===== src/rtl/mult8_seq_ctrl.sv =====
// mult8_seq_ctrl: unsigned 8x8 -> 16-bit multiply sequencer.
// One external 4x4 multiplier is time-shared over four nibble-pair
// partial products, and the partial products are summed into a
// 16-bit accumulator with the appropriate shifts.
// MUL_LAT selects between a combinational multiplier (0) and a
// multiplier with a registered output (1).
// Any other MUL_LAT value is handled like 1.

module mult8_seq_ctrl #(
   parameter int MUL_LAT = 0
) (
   input  logic        clk,
   input  logic        rst,
   input  logic        in_valid,
   output logic        in_ready,
   input  logic [7:0]  in_a,
   input  logic [7:0]  in_b,
   output logic        out_valid,
   input  logic        out_ready,
   output logic [15:0] out_p,
   output logic        busy,
   output logic [3:0]  mul_x,
   output logic [3:0]  mul_y,
   input  logic [7:0]  mul_o
);

   typedef enum logic [1:0] {
      IDLE = 2'd0,
      MUL  = 2'd1,
      CAP  = 2'd2,
      DONE = 2'd3
   } state_t;

   // A registered multiplier needs an extra capture cycle per step
   localparam logic REG_MUL = (MUL_LAT != 0);

   state_t      state;
   state_t      state_next;
   logic [1:0]  step;
   logic [1:0]  step_inc;
   logic [7:0]  a;
   logic [7:0]  b;
   logic [15:0] acc;
   logic [15:0] partial;
   logic [15:0] acc_sum;
   logic        accept;
   logic        sample;
   logic        last_step;

   assign accept    = in_valid & in_ready;
   assign sample    = ((state == MUL) & ~REG_MUL) | (state == CAP);
   assign last_step = (step == 2'd3);
   assign step_inc  = step + 2'd1;
   assign acc_sum   = acc + partial;

   // Place the multiplier product at the weight of the nibble pair in use
   always_comb begin
      partial = {8'h00, mul_o};
      case (step)
         2'd0:       partial = {8'h00, mul_o};
         2'd1, 2'd2: partial = {4'h0, mul_o, 4'h0};
         default:    partial = {mul_o, 8'h00};
      endcase
   end

   // State register
   always_ff @(posedge clk) begin
      if (rst) begin
         state <= IDLE;
      end else begin
         state <= state_next;
      end
   end

   // Next-state decision
   always_comb begin
      state_next = state;
      case (state)
         IDLE: begin
            if (accept) state_next = MUL;
         end
         MUL: begin
            if (REG_MUL)        state_next = CAP;
            else if (last_step) state_next = DONE;
         end
         CAP: begin
            state_next = last_step ? DONE : MUL;
         end
         DONE: begin
            if (accept)         state_next = MUL;
            else if (out_ready) state_next = IDLE;
         end
         default: state_next = IDLE;
      endcase
   end

   // Handshake and status outputs decoded from the current state
   always_comb begin
      in_ready  = ~rst & ((state == IDLE) | ((state == DONE) & out_ready));
      out_valid = (state == DONE);
      busy      = (state == MUL) | (state == CAP);
   end

   // Operand capture, step sequencing, accumulation and multiplier drive
   always_ff @(posedge clk) begin
      if (rst) begin
         a     <= 8'h00;
         b     <= 8'h00;
         acc   <= 16'h0000;
         step  <= 2'd0;
         out_p <= 16'h0000;
         mul_x <= 4'h0;
         mul_y <= 4'h0;
      end else if (accept) begin
         a     <= in_a;
         b     <= in_b;
         acc   <= 16'h0000;
         step  <= 2'd0;
         mul_x <= in_a[3:0];
         mul_y <= in_b[3:0];
      end else if (sample) begin
         acc <= acc_sum;
         if (last_step) begin
            out_p <= acc_sum;
            step  <= 2'd0;
            mul_x <= 4'h0;
            mul_y <= 4'h0;
         end else begin
            step  <= step_inc;
            mul_x <= step_inc[0] ? a[7:4] : a[3:0];
            mul_y <= step_inc[1] ? b[7:4] : b[3:0];
         end
      end
   end

   // Only combinational and single-register multipliers are supported
   always_ff @(posedge clk) begin
      if (!rst) begin
         assert (MUL_LAT == 0 || MUL_LAT == 1);
      end
   end

endmodule

===== config.mk =====
export PLATFORM = sky130hd
export DESIGN_NAME = mult8_seq_ctrl
export DESIGN_NICKNAME = d
export VERILOG_FILES = /design/src/rtl/mult8_seq_ctrl.sv
export SDC_FILE = /design/constraint.sdc
export NUM_CORES = 1
export LEC_CHECK = 0
export BUFFER_PORTS_ARGS = -buffer_cell sky130_fd_sc_hd__buf_2
export CORE_UTILIZATION = 40
export DETAILED_ROUTE_END_ITERATION = 7
export GPL_ROUTABILITY_DRIVEN = 0
export GPL_TIMING_DRIVEN = 0
export SLEW_MARGIN = 25
export SYNTH_ARGS = -nofsm -noshare
export SYNTH_HDL_FRONTEND = slang
export SYNTH_SLANG_ARGS = --single-unit

===== constraint.sdc =====
create_clock -name clk -period 8.44 [get_ports clk]
set_input_delay 0.422 -clock clk [delete_from_list [all_inputs] [get_ports clk]]
set_output_delay 0.422 -clock clk [all_outputs]
set_load 0.01 [all_outputs]

==> flow_summary.yaml <==
setup_path:
  path_max_fanout: 10
  arrival_ns: 3.94
  worstSetupPathType: "reg2reg"
  startpoint: "step[0]"
  critPathRequiredTime_ns: 8.64
  critPathLaunchType: "flop"
  end_kind: "flop"
  r2r_cells: 13
  r2r-start: "step[0]"
final_layout:
  final_layout_size_suffix_gt1_share_pct: 19.87
  fillers: 803
  finalCoreUtilization_pct: 49.58
  design_area_mm2: 0.003871
  num_antenna_cells: 0
  finalNonFillerCells: 555
  fin_nets: 498
  syn_to_final_growth_pct: 18.91
routing:
  vias: 2951
  wirelength_mm: 8.649
  drt-pass1-iter-count: 4
  wire_per_inst_um: 15.58
  viasPerCell: 5.317
  drcViolationCount: 0
  drtIter0Drc: 191
  drtAntennaViolNets: 0
worst_hold_path:
  min-delay-start: "in_b[4]"
  hold_class: "in2reg"
  holdPathStages: 3
synthesis:
  synth_cell_type_count: 50
  synthSimpleGateAreaFrac_pct: 19.83
  synth_top_family_by_area: "compound AO/OA/AOI/OAI gates"
  async_reset_ff_share_pct: 0
  synth-compound-area-share_pct: 22.21
  syn_inst: 384
  synth.net_count: 434
  ys_ff_latch: 60
  synth-xor-area-share_pct: 2.690
  muxShareOfSynthArea_pct: 5.457
  synth_warnings: 0
  synth_fa_ha_area_share_pct: 8.686
  synth-edff-count: 0
  ys.flop_type: "dfxtp_1"
  syn_area_mm2: 0.003256
  synth-seq-area-share_pct: 36.89
  syn_avg_cell_area_um2: 8.478
floorplanning:
  rows: 32
  core-area_mm2: 0.007807
  die_h_um: 92.22
  dieArea_mm2: 0.008504
  ios: 55
  start_util_pct: 41.70
  die_w_um: 92.22
sta:
  relSlewSlack_pct: 47.35
  min_period_ns: 3.744
  setup_tns_ns: 0
  setup_ws_ns: 4.696
  drv_slew: 0
  fmax_mhz: 267.1
  setup_viol: 0
  worst_pin_slew_ns: 0.7898
  whs_ns: 0.2741
  rsz0062_at_grt: "false"
  finClkSkew_ns: 0.01269
  hold_viol_final: 0
  post-route-period-util_pct: 44.36
place:
  io_buffers: 53
  post_dp_cell_area_mm2: 0.003649
  dp_cells: 539
  dp.final_hpwl_mm: 6.383
  dp_slack_ns: 4.719
cts:
  postCtsResizedCells: 0
  cts_hold_buf: 0
  cts_tree: "yes"
  cts_num_sinks: 60
  cts_max_path_buffers: 2
  root_buffer: "clkbuf_8"
  worstSkewPairLatency_ns: 0.34
  cts_buffers: 9
  postCtsSetupBuffers: 0
  htree_levels: 3
  path_clk_slew_ns: 0.07
global_route:
  grt.overflow.total: 0
  grt_use_total_pct: 21.74
  grt_max_degree: 13
  grt_pass1_vias: 2904
  antenna_found_initial: 0
  grt_pass1_wl_mm: 14.32
run:
  maxCapViolations: 0
power:
  pwr_density_cell_mw_per_mm2: 269.1
  power_mw: 1.042
  leakage_nw: 1.636
  vdd_drop_max_mv: 0.09240
outcome:
  status: "finished clean"
[cell usage after synthesis, types with 2 or more instances]
library cell	count	share of area (%)
nand3b_1	4	0.92
nor2b_1	3	0.58
a31o_2	2	0.54
o21ai_2	2	0.54
nand3_1	11	1.7
o21ai_0	23	3.5
nand2b_1	14	2.7
a31oi_1	6	1.2
nand2_1	43	5.0
a22o_1	10	2.7
mux2_2	6	2.1
dfxtp_1	60	37
a21oi_1	32	4.9
ha_1	21	8.1
buf_2	4	0.61
inv_1	10	1.2
mux2i_1	11	3.4
nor3_1	2	0.31
a22oi_1	4	0.92
or3_1	3	0.58
xnor2_1	9	2.4
o22ai_1	2	0.38
a21o_1	7	1.6
a222oi_1	6	1.8
nor2_1	29	3.3
nand4_1	4	0.77
and3_1	4	0.77
clkbuf_1	19	2.2
a211oi_1	5	1.2
and2_1	8	1.5
[layout make-up]
| cell class | count | area (µm²) | area share [%] |
|---|---|---|---|
| Buffer | 25 | 100.1 | 2.586 |
| Clock buffer | 9 | 123.9 | 3.200 |
| Clock inverter | 7 | 98.84 | 2.553 |
| Inverter | 10 | 37.54 | 0.9696 |
| Multi-Input combinational cell | 289 | 1917 | 49.52 |
| Sequential cell | 60 | 1201 | 31.03 |
| Tap cell | 102 | 127.6 | 3.297 |
| Timing Repair Buffer | 53 | 265.3 | 6.852 |
[sequential cells by signal, indices dropped and copies added (netlist names)]
signal,flops
acc,16
out_p,16
a,8
b,8
mul_x,4
mul_y,4
state,2
step,2
[cell families after synthesis]
| family | count (synthesis) |
|---|---|
| buffers and inverters | 35 |
| adders and majority gates | 22 |
| AOI/OAI and AO/OA | 108 |
| and+or+nand+nor | 132 |
| muxes | 17 |
| xor gates and xnor gates | 10 |
| DFF | 60 |
[layout by cell type (no fill, tap or decap), types with 2 or more instances in the layout]
cell and count:
dfxtp_1 60, buf_2 57, nand2_1 43, a21oi_1 32, nor2_1 29, o21ai_0 23, ha_1 21, clkbuf_1 19
nand2b_1 14, nand3_1 11, mux2i_1 11, a22o_1 10, inv_1 10, xnor2_1 9, clkbuf_8 9, and2_1 8
a21o_1 7, mux2_2 6, a222oi_1 6, a31oi_1 6, a211oi_1 5, a22oi_1 4, nand3b_1 4, and3_1 4
nand4_1 4, nor2b_1 3, or3_1 3, o22ai_1 2, o21ai_2 2, nor3_1 2, a31o_2 2, clkinv_4 2
bufinv_16 2
[report_power, final]
group	switching, mW	internal [mW]	leakage (nW)	total (mW)
sequential	0.0240	0.322	0.488	0.346
clock	0.127	0.168	0.110	0.295
combinational	0.239	0.163	1.04	0.402
[critical path, cell delays in order, from the launching register on]
cell and delay [ns]:
dfxtp_1 0.33, clkbuf_1 0.33, inv_1 0.08, ha_1 0.28
clkbuf_1 0.47, nor2b_1 0.35, a22o_1 0.19, ha_1 0.28
a21oi_1 0.26, o21ai_0 0.23, a31o_2 0.30, or3_1 0.32
nand3_1 0.10, a21oi_1 0.07
[final timing paths]
path	slack, ns	endpoint
hold / removal	0.27	b[4]
setup / recovery	4.70	out_p[13]
hold reg to reg	0.46	out_p[8]
setup reg to reg	4.70	out_p[13]
[routing by layer]
metal	vias up	part of all wire, %	global-route usage [%]
met4	0	1.1	5.078
li1	1506	-	-
met3	13	4.3	4.229
met2	62	46	35.63
met5	-	0	0
met1	1370	49	29.39
No activity file was read; power rests on OpenSTA's default activity.
